==> config.mk <==
export PLATFORM = sky130hd
export DESIGN_NAME = digit_entry
export DESIGN_NICKNAME = d
export VERILOG_FILES = /design/src/rtl/digit_entry.sv
export SDC_FILE = /design/constraint.sdc
export NUM_CORES = 1
export LEC_CHECK = 0
export BUFFER_PORTS_ARGS = -buffer_cell sky130_fd_sc_hd__buf_2
export CAP_MARGIN = 20
export CORE_ASPECT_RATIO = 1.75
export CORE_UTILIZATION = 30
export DETAILED_ROUTE_END_ITERATION = 8
export PLACE_DENSITY = 0.5
export SYNTH_ARGS = -nofsm -noshare
export SYNTH_HDL_FRONTEND = slang
export SYNTH_SLANG_ARGS = --single-unit
==> constraint.sdc <==
create_clock -name clk -period 3.7 [get_ports clk]
set_input_delay 0.74 -clock clk [delete_from_list [all_inputs] [get_ports clk]]
set_output_delay 0.74 -clock clk [all_outputs]
set_load 0.005 [all_outputs]
==> src/rtl/digit_entry.sv <==
// Decimal keypad entry: collects BCD digits most-significant first, then on enter
// folds them into a binary value one digit per cycle and pulses result_valid.
module digit_entry #(
  parameter int MAX_DIGITS = 4,
  parameter int LEN        = 14
) (
  input  logic                    clk,
  input  logic                    rst,
  input  logic                    digit_valid,
  input  logic [3:0]              digit,
  input  logic                    backspace,
  input  logic                    clear,
  input  logic                    enter,
  output logic                    busy,
  output logic [4*MAX_DIGITS-1:0] entry_bcd,
  output logic [2:0]              count,
  output logic [LEN-1:0]          result,
  output logic                    result_valid,
  output logic                    err
);

  localparam int             BW      = 4 * MAX_DIGITS;
  localparam logic [2:0]     MAX_CNT = 3'(MAX_DIGITS);

  typedef enum logic [1:0] {
    S_ENTRY,
    S_CONVERT,
    S_DONE
  } state_t;

  state_t          r_state;
  logic [BW-1:0]   r_entry;
  logic [2:0]      r_count;
  logic [2:0]      r_idx;
  logic [LEN-1:0]  r_acc;
  logic [LEN-1:0]  r_result;
  logic            r_busy;
  logic            r_result_valid;
  logic            r_err;

  logic [BW-1:0]   w_shifted;
  logic [3:0]      w_nib;
  logic [LEN-1:0]  w_acc_next;

  // Digit under conversion, selected by idx from the most significant end down.
  assign w_shifted  = r_entry >> {r_idx, 2'b00};
  assign w_nib      = w_shifted[3:0];
  assign w_acc_next = (r_acc << 3) + (r_acc << 1) + {{(LEN-4){1'b0}}, w_nib};

  always_ff @(posedge clk) begin
    if (rst) begin
      r_state        <= S_ENTRY;
      r_entry        <= '0;
      r_count        <= '0;
      r_idx          <= '0;
      r_acc          <= '0;
      r_result       <= '0;
      r_busy         <= 1'b0;
      r_result_valid <= 1'b0;
      r_err          <= 1'b0;
    end else begin
      r_result_valid <= 1'b0;
      r_err          <= 1'b0;
      case (r_state)
        S_ENTRY: begin
          if (clear) begin
            r_entry <= '0;
            r_count <= '0;
          end else if (enter) begin
            r_acc  <= '0;
            r_busy <= 1'b1;
            if (r_count != 3'd0) begin
              r_idx   <= r_count - 3'd1;
              r_state <= S_CONVERT;
            end else begin
              // Empty buffer converts straight to zero.
              r_result       <= '0;
              r_result_valid <= 1'b1;
              r_entry        <= '0;
              r_state        <= S_DONE;
            end
          end else if (backspace) begin
            if (r_count != 3'd0) begin
              r_entry <= {4'b0000, r_entry[BW-1:4]};
              r_count <= r_count - 3'd1;
            end
          end else if (digit_valid) begin
            if ((digit > 4'd9) || (r_count >= MAX_CNT)) begin
              r_err <= 1'b1;
            end else begin
              r_entry <= {r_entry[BW-5:0], digit};
              r_count <= r_count + 3'd1;
            end
          end
        end

        S_CONVERT: begin
          r_acc <= w_acc_next;
          r_idx <= r_idx - 3'd1;
          // Publish on entry to DONE so result and its valid pulse share the DONE cycle.
          if (r_idx == 3'd0) begin
            r_result       <= w_acc_next;
            r_result_valid <= 1'b1;
            r_entry        <= '0;
            r_count        <= '0;
            r_state        <= S_DONE;
          end
        end

        S_DONE: begin
          r_busy  <= 1'b0;
          r_state <= S_ENTRY;
        end

        default: begin
          r_busy  <= 1'b0;
          r_state <= S_ENTRY;
        end
      endcase
    end
  end

  assign busy         = r_busy;
  assign entry_bcd    = r_entry;
  assign count        = r_count;
  assign result       = r_result;
  assign result_valid = r_result_valid;
  assign err          = r_err;

endmodule

==> results of run 1 <==
[worst reg2reg max path, stage by stage, from the launching register on]
cell and delay, ns:
dfxtp_1 0.51, mux4_2 0.53, nor2b_1 0.15, ha_1 0.28, ha_1 0.23, fa_1 0.43
a211oi_1 0.34, o21ai_0 0.17, a21boi_0 0.22, xnor2_1 0.16, nand3_1 0.10, a21oi_1 0.15
[synth_stat cells (all sizes together), types with 2 or more instances]
cell    count
nor2b       7
mux4        4
a31oi       2
nand3       7
a211oi      3
ha         27
nand2      26
o31ai      13
clkbuf     12
a21oi      26
nor3        5
o21ai       9
o22ai       3
or3         3
fa          2
or2         2
a22oi       5
o21a        2
xor2        4
dfxtp      54
a21o        4
nor2       27
a22o        7
nand2b      9
nand3b     17
xnor2       7
inv        13
buf         7
mux2i      15
[state kept, by name, summed over array words and instances (netlist names)]
signal and count:
entry_bcd 16, count 3, err 1, r_state 2
busy 1, result 14, r_acc 13, result_valid 1
r_idx 3
[placed cells by master, fill, tap and decap left out, types with 2 or more instances in the layout]
cell,n
nor3_1,3
inv_1,12
a22oi_1,5
nand3b_1,17
clkbuf_16,5
nor2_1,26
mux2i_1,15
nor3_2,2
a21o_1,4
o21ai_0,9
mux4_2,4
nand2_1,25
nand3_1,7
buf_4,2
fa_1,2
ha_1,27
a211oi_1,3
or3_1,3
o22ai_1,3
a21oi_1,26
a31oi_1,2
nand2b_1,8
o21a_1,2
a22o_1,7
buf_2,45
dfxtp_1,54
nor2b_1,6
xor2_1,4
xnor2_1,7
o31ai_1,13
[layer usage]
| layer | up-vias | GRT usage | share of wire |
|---|---|---|---|
| met4 | 0 | 0.0606 | 0.015 |
| li1 | 1297 | - | - |
| met1 | 1233 | 0.168 | 0.42 |
| met5 | - | 0 | 0 |
| met2 | 44 | 0.299 | 0.54 |
| met3 | 6 | 0.0230 | 0.024 |
[path summary, 6_finish.rpt]
| check | end | cells past startpoint | start |
|---|---|---|---|
| worst max-delay path | result[10] | 11 | r_idx[0] |
| worst min-delay path | result[10] | 2 | result[10] |
| worst max register to register | result[10] | 11 | r_idx[0] |
| worst min register to register | result[10] | 2 | result[10] |
[layout make-up]
cell class / count / area [µm²] / area share
clock buffers: 6 / 129 / 0.0358
clock inverters: 2 / 37.5 / 0.0104
inverters: 13 / 48.8 / 0.0136
multi-input cells: 254 / 1900 / 0.529
flip-flops and latches: 54 / 1080 / 0.300
well taps: 127 / 159 / 0.0442
repair buffers: 47 / 240 / 0.0668
[kinds of logic (layout without fill, tap and decap cells)]
| family | after synthesis | in the layout |
|---|---|---|
| xor gates and xnor gates | 11 | 11 |
| and+or+nand+nor | 110 | 110 |
| DFF | 54 | 54 |
| muxes | 19 | 19 |
| buffers and inverters | 32 | 68 |
| adders and majority gates | 29 | 29 |
| AOI/OAI and AO/OA | 85 | 85 |
[power breakdown]
group	switching, mW	internal [mW]	leakage (nW)
Sequential	0.0190	0.592	0.436
Clock	0.227	0.320	0.0771
Combinational	0.107	0.0641	1.13
==> impl_metrics.json, run 1 <==
{
  "ctsResizeCount": 0,
  "synth_cell_types": 57,
  "clock_network_latency_to_the_later_pin_of_the_worst_skew_pair_ns": 0.30,
  "worstPathCellList": "mux4_2 -> nor2b_1 -> ha_1 -> ha_1 -> fa_1 -> a211oi_1 -> o21ai_0 -> a21boi_0 -> xnor2_1 -> nand3_1 -> a21oi_1",
  "finalCoreUtilization": 0.349,
  "tritoncts": "done",
  "synth.area.top_cells": "dfxtp_1 34%, ha_1 11%, mux2i_1 4.7%",
  "synthDominantCellAreaShare": 0.341,
  "critPathMaxStageDelay_ns": 0.53,
  "io-pin-count": 46,
  "post_cts_buffers": 0,
  "maxSlewHeadroom": 0.425,
  "design_area_um2": 3600,
  "critPathCaptureType": "flop",
  "max_clock_freq_ghz": 0.298,
  "coreArea_um2": 10300,
  "die_height_um": 138,
  "cts.hold.buffers_added": 0,
  "synth_adder_area_share": 0.119,
  "antenna-diode-count": 0,
  "finalHoldViolCount": 0,
  "number_of_fill_cells_in_the_layout": 1128,
  "routedWlPerCell_um": 15.7,
  "power_density_nw_per_um2": 369,
  "timing.critical_path.arrival_ns": 3.59,
  "die-width_um": 79.7,
  "gpl.final_weighted_congestion": 0.868,
  "worstMarginPinSlew_ns": 0.861,
  "fin_hold_ws_ns": 0.452,
  "syn_area_um2": 3170,
  "worstHoldPathType": "reg -> reg",
  "cap_violations": 0,
  "synthSimpleGateAreaFrac": 0.189,
  "place_area_um2": 3430,
  "post_syn_area_per_cell_um2": 9.31,
  "nets": 414,
  "synth_cells": 340,
  "finalSetupViolations": 0,
  "syn2layout_area_growth_pct": 13.6,
  "post_route_cells_drive_above_1_share": 0.186,
  "period_share": 0.907,
  "floorplan.initialDensity": 0.307,
  "dp.cells": 495,
  "ant_nets": 0,
  "total_leakage_power_nw": 1.65,
  "cts.reportedPaths.clkPinSlew_ns": 0.08,
  "overall_via_count_from_detail_route": 2580,
  "synth-main-ff-cell": "dfxtp_1",
  "worstSetupStartpointType": "flop",
  "period_needed_ns": 3.36,
  "drt_iter0_drc": 118,
  "count_of_synthesis_stage_warnings_from_yosys": 0,
  "totalNegativeSetupSlack_ns": 0,
  "path_common_cell": "ha_1",
  "grt_usage": 0.157,
  "cts_inserted_buffers": 5,
  "setup_repair_after_global_routing_missed_its_margin": "no",
  "grt_start_max_net_pins": 45,
  "synth-seq-cells": 54,
  "crit_path_max_delay_family": "adder cells",
  "detailedPlacementHpwl_mm": 5.79,
  "synth_top_family_by_area": "simple AND/OR/NAND/NOR gates",
  "routed_via_density": 5.13,
  "first_pass_iters": 6,
  "part_of_the_yosys_area_used_for_sequential_elements": 0.341,
  "synth_edf_count": 0,
  "max-clock-path-buffers": 2,
  "status": "finished, final reports clean",
  "standard_cell_row_count": 49,
  "synthXorXnorAreaFrac": 0.0304,
  "report.power.total_mw": 1.33,
  "timing.clock.skew_ns": 0.0100,
  "grt_pass1_wl_mm": 13.0,
  "critical_path.slowest_cell": "mux4_2",
  "final-max-slew-violation-count": 0,
  "synth_mux_area_frac": 0.0759,
  "globalRouteOverflowTotal": 0,
  "synthArstFlopShare": 0,
  "synth-compound-area-share": 0.186,
  "timing.critical_path.buf_inv": 0,
  "drc_errors": 0,
  "antenna_found_initial": 0,
  "grt_pass1_vias": 2559,
  "design.die.area_um2": 11000,
  "syn_nets": 379,
  "totalWireLength_mm": 7.89,
  "finalNonFillerCells": 503,
  "placement.setup.worst_slack_ns": 0.337,
  "clockRootBuffer": "clkbuf_16",
  "rrSetupSlack_ns": 0.34,
  "clkSinkCount": 54,
  "post-synth-top-area-cell": "dfxtp_1",
  "worstPathMaxFanout": 7,
  "io_buffers": 45,
  "setup_ws_ns": 0.345,
  "critical_path_class": "reg -> reg",
  "highest_ir_drop_seen_on_vdd_mv": 0.203,
  "ctsHtreeMaxLevel": 2,
  "crit_required_ns": 3.94
}
Note: power is estimated with default switching activity, not from simulation.
==> inputs of run 2 (changes only) <==
Settings changed: CORE_UTILIZATION 30 to 28, PLACE_DENSITY 0.5 to 0.48.
==> impl_metrics.json, run 2 (synthesized netlist as in run 1, its figures left out) <==
{
  "io_buffers": 45,
  "totalWireLength_mm": 7.98,
  "tritoncts": "done",
  "finalHoldViolCount": 0,
  "finalCoreUtilization": 0.325,
  "globalRouteOverflowTotal": 0,
  "first_pass_iters": 4,
  "layout.cells.most_common_list": "54 x dfxtp_1, 45 x buf_2, 27 x ha_1",
  "setup_repair_after_global_routing_missed_its_margin": "no",
  "final-max-slew-violation-count": 0,
  "cts_inserted_buffers": 5,
  "top_layer_used": "met4",
  "routedLengthMet1_mm": 3.28,
  "gpl.final_weighted_congestion": 0.797,
  "routedWlPerCell_um": 15.7,
  "period_needed_ns": 3.36,
  "max_clock_freq_ghz": 0.298,
  "clkSinkCount": 54,
  "post_cts_buffers": 0,
  "grt_pass1_vias": 2618,
  "critical_path.slowest_cell": "mux4_2",
  "totalNegativeSetupSlack_ns": 0,
  "worstPathCellList": "mux4_2 -> nor2b_1 -> ha_1 -> ha_1 -> fa_1 -> a211oi_1 -> o21ai_0 -> a21boi_0 -> xnor2_1 -> nand3_1 -> a21oi_1",
  "drt_iter0_drc": 109,
  "met2WireLength_mm": 4.25,
  "critical_path_class": "reg -> reg",
  "grt_usage": 0.149,
  "overall_via_count_from_detail_route": 2607,
  "antenna-diode-count": 0,
  "clock_network_latency_to_the_later_pin_of_the_worst_skew_pair_ns": 0.30,
  "total_leakage_power_nw": 1.64,
  "finalSetupViolations": 0,
  "path_common_cell": "ha_1",
  "detailedPlacementHpwl_mm": 5.87,
  "status": "finished, final reports clean",
  "max-clock-path-buffers": 2,
  "clockRootBuffer": "clkbuf_16",
  "crit_path_max_delay_family": "adder cells",
  "grt_start_max_net_pins": 50,
  "cap_violations": 0,
  "max_reg_flops": 16,
  "highest_ir_drop_seen_on_vdd_mv": 0.225,
  "antenna_found_initial": 0,
  "worstPathMaxFanout": 7,
  "ctsResizeCount": 0,
  "nets": 414,
  "design.die.area_um2": 11800,
  "power_density_nw_per_um2": 353,
  "critPathCaptureType": "flop",
  "timing.critical_path.buf_inv": 0,
  "worstHoldPathType": "reg -> reg",
  "grt_pass1_wl_mm": 13.3,
  "ctsHtreeMaxLevel": 2,
  "critPathMaxStageDelay_ns": 0.54,
  "die-width_um": 82.4,
  "standard_cell_row_count": 51,
  "crit_required_ns": 3.92,
  "drc_errors": 0,
  "report.power.total_mw": 1.27,
  "cts.reportedPaths.clkPinSlew_ns": 0.08,
  "met3RoutedLength_um": 213,
  "coreArea_um2": 11000,
  "layout_commonest_cell": "dfxtp_1",
  "worstMarginPinSlew_ns": 0.934,
  "cts.hold.buffers_added": 0,
  "syn2layout_area_growth_pct": 13.2,
  "routed_via_density": 5.13,
  "timing.critical_path.arrival_ns": 3.59,
  "floorplan.initialDensity": 0.287,
  "maxSlewHeadroom": 0.376,
  "die_height_um": 143,
  "timing.clock.skew_ns": 0.0121,
  "period_share": 0.908,
  "worstSetupStartpointType": "flop",
  "place_area_um2": 3440,
  "ant_nets": 0,
  "io-pin-count": 46,
  "design_area_um2": 3580,
  "post_route_cells_drive_above_1_share": 0.186
}
## run 2: changes by cell type in the layout (fill, tap and decap cells not counted)
| cell | before | now |
|---|---|---|
| bufinv_16 | 1 | 0 |
| inv_6 | 0 | 1 |
## run 2: final timing paths
check        cells past startpoint  slack [ns]      start    endpoint
max                             11        0.34   r_idx[0]  result[10]
min                              2        0.45  result[4]   result[4]
max reg2reg                     11        0.34   r_idx[0]  result[10]
min reg2reg                      2        0.45  result[4]   result[4]
## run 2: final cells by class
class	instances	area [µm²]
Sequential cell	54	1080
Multi-Input combinational cell	254	1900
Fill cell	1171	7460
Clock buffer	6	129
Inverter	13	48.8
Tap cell	132	165
Clock inverter	2	16.3
Timing Repair Buffer	47	240
## run 2: where the power goes
part	switching (mW)	internal, mW
Combinational	0.107	0.0640
Clock	0.229	0.255
Sequential	0.0193	0.592
## run 2: routing by layer
metal,global-route usage,up-vias
met1,0.168,1252
met3,0.0211,17
met2,0.267,44
met4,0.0683,0
li1,-,1294
met5,0,-
## run 2: per-stage QoR
step	hold slack [ns]	std cells	setup WS (ns)
3_3_place_gp	0.441	500	0.412
4_1_cts	0.457	508	0.324
5_1_grt	0.470	508	0.0332
3_5_place_dp	0.445	500	0.345
2_1_floorplan	0.448	340	0.530
6_report	0.451	508	0.340
## run 2: worst register-to-register path: stages, from the launching register on
cell and delay, ns:
dfxtp_1 0.52, mux4_2 0.54, nor2b_1 0.15, ha_1 0.28, ha_1 0.23, fa_1 0.44, a211oi_1 0.30, o21ai_0 0.18
a21boi_0 0.23, xnor2_1 0.16, nand3_1 0.10, a21oi_1 0.17
==> inputs of run 3 (changes only) <==
Settings changed: CORE_UTILIZATION 28 to 55, PLACE_DENSITY 0.48 to 0.8.
==> impl_metrics.json, run 3 (synthesized netlist as in run 1, its figures left out) <==
{
  "status": "finished, final reports clean",
  "grt_usage": 0.255,
  "design.die.area_um2": 6080,
  "critical_path.reg2reg.startpoint": "r_idx[0]",
  "worstPathCellList": "mux4_2 -> nor2b_1 -> ha_1 -> ha_1 -> fa_1 -> a211oi_1 -> o21ai_0 -> a21boi_0 -> xnor2_1 -> nand3_1 -> a21oi_1",
  "timing.critical_path.buf_inv": 0,
  "power_density_nw_per_um2": 338,
  "number_of_fill_cells_in_the_layout": 488,
  "maxSlewHeadroom": 0.400,
  "nets": 414,
  "critical_path_class": "reg -> reg",
  "globalRouteOverflowTotal": 0,
  "critical_path.slowest_cell": "mux4_2",
  "totalWireLength_mm": 7.33,
  "io_buffers": 45,
  "cp-endpoint": "result[10]",
  "first_pass_iters": 4,
  "overall_via_count_from_detail_route": 2667,
  "timing.critical_path.arrival_ns": 3.59,
  "timing.clock.skew_ns": 0.00901,
  "worstMarginPinSlew_ns": 0.899,
  "place_area_um2": 3370,
  "floorplan.initialDensity": 0.572,
  "period_needed_ns": 3.35,
  "drc_errors": 0,
  "grt_pass1_wl_mm": 11.9,
  "totalNegativeSetupSlack_ns": 0,
  "total_leakage_power_nw": 1.62,
  "cts.reportedPaths.clkPinSlew_ns": 0.10,
  "antenna-diode-count": 0,
  "setup.worst_path.start": "r_idx[0]",
  "max_clock_freq_ghz": 0.298,
  "clkSinkCount": 54,
  "clock_network_latency_to_the_later_pin_of_the_worst_skew_pair_ns": 0.31,
  "io-pin-count": 46,
  "layout.cells.most_common_list": "54 x dfxtp_1, 45 x buf_2, 27 x ha_1",
  "period_share": 0.906,
  "finalNonFillerCells": 452,
  "finalHoldViolCount": 0,
  "standard_cell_row_count": 36,
  "ctsResizeCount": 0,
  "layout_commonest_cell": "dfxtp_1",
  "finalSetupViolations": 0,
  "die_height_um": 102,
  "coreArea_um2": 5540,
  "clockRootBuffer": "clkbuf_8",
  "max_reg_flops": 16,
  "crit_required_ns": 3.94,
  "final-max-slew-violation-count": 0,
  "tritoncts": "done",
  "gpl.final_weighted_congestion": 0.896,
  "post_route_cells_drive_above_1_share": 0.189,
  "max-clock-path-buffers": 2,
  "regToRegEndpoint": "result[10]",
  "ant_nets": 0,
  "highest_ir_drop_seen_on_vdd_mv": 0.242,
  "detailedPlacementHpwl_mm": 5.39,
  "worstHoldPathType": "reg -> reg",
  "critPathMaxStageDelay_ns": 0.55,
  "critPathCaptureType": "flop",
  "design_area_um2": 3480,
  "path_common_cell": "ha_1",
  "cap_violations": 0,
  "syn2layout_area_growth_pct": 9.96,
  "routedWlPerCell_um": 16.2,
  "die-width_um": 59.4,
  "grt_pass1_vias": 2632,
  "antenna_found_initial": 0,
  "rrSetupSlack_ns": 0.35,
  "cts.hold.buffers_added": 0,
  "drt_iter0_drc": 126,
  "worstSetupStartpointType": "flop",
  "crit_path_max_delay_family": "adder cells",
  "cp_num_cells": 11,
  "ff2ff_path_depth": 11,
  "post_cts_buffers": 0,
  "ctsHtreeMaxLevel": 2,
  "setup_repair_after_global_routing_missed_its_margin": "no",
  "cts_inserted_buffers": 5,
  "worstPathMaxFanout": 7,
  "routed_via_density": 5.90,
  "dp.cells": 444,
  "fin_hold_ws_ns": 0.455,
  "grt_start_max_net_pins": 51,
  "finalCoreUtilization": 0.629
}
-- run 3: power by group --
part / switching, mW / internal, mW / leakage [nW] / total [mW]
Clock: 0.196 / 0.201 / 0.0504 / 0.397
Combinational: 0.105 / 0.0642 / 1.13 / 0.169
Sequential: 0.0196 / 0.592 / 0.436 / 0.612
-- run 3: per-layer routing --
layer	global-route usage	part of all wire	wire, µm
met5	0	0	0
met4	0.128	0.029	212
met3	0.0316	0.028	208
met2	0.487	0.55	4040
met1	0.260	0.39	2860
-- run 3: area by class of cell --
cell class / instances / area [µm²] / area share
inverters: 13 / 48.8 / 0.0140
flip-flops and latches: 54 / 1080 / 0.310
well taps: 76 / 95.1 / 0.0273
clock inverters: 3 / 45.0 / 0.0129
repair buffers: 47 / 240 / 0.0690
multi-input cells: 254 / 1900 / 0.547
clock buffers: 5 / 68.8 / 0.0198
-- run 3: how the worst min path moves through the flow --
stage | endpoint | cells past startpoint | from
finish | result[3] | 2 | result[3]
global placement | result[1] | 2 | result[1]
floorplan | result[1] | 2 | result[1]
global route | result[0] | 2 | result[0]
detailed placement | result[3] | 2 | result[3]
CTS | result[3] | 2 | result[3]
-- run 3: worst register-to-register path: cells and delay by family (launching register included) --
| kind | cells | cell delay (ns) |
|---|---|---|
| flops | 1 | 0.53 |
| simple gates | 2 | 0.25 |
| mux | 1 | 0.55 |
| compound gates | 4 | 0.86 |
| xor+xnor | 1 | 0.17 |
| fa+ha+maj | 3 | 0.93 |
-- run 3: stage by stage --
stage          worst slack [ns]  total power [mW]
4_1_cts                   0.345              1.18
6_report                  0.349              1.18
2_1_floorplan             0.530             0.762
5_1_grt                  0.0867              1.23
3_3_place_gp              0.475             0.788
3_5_place_dp              0.367             0.793
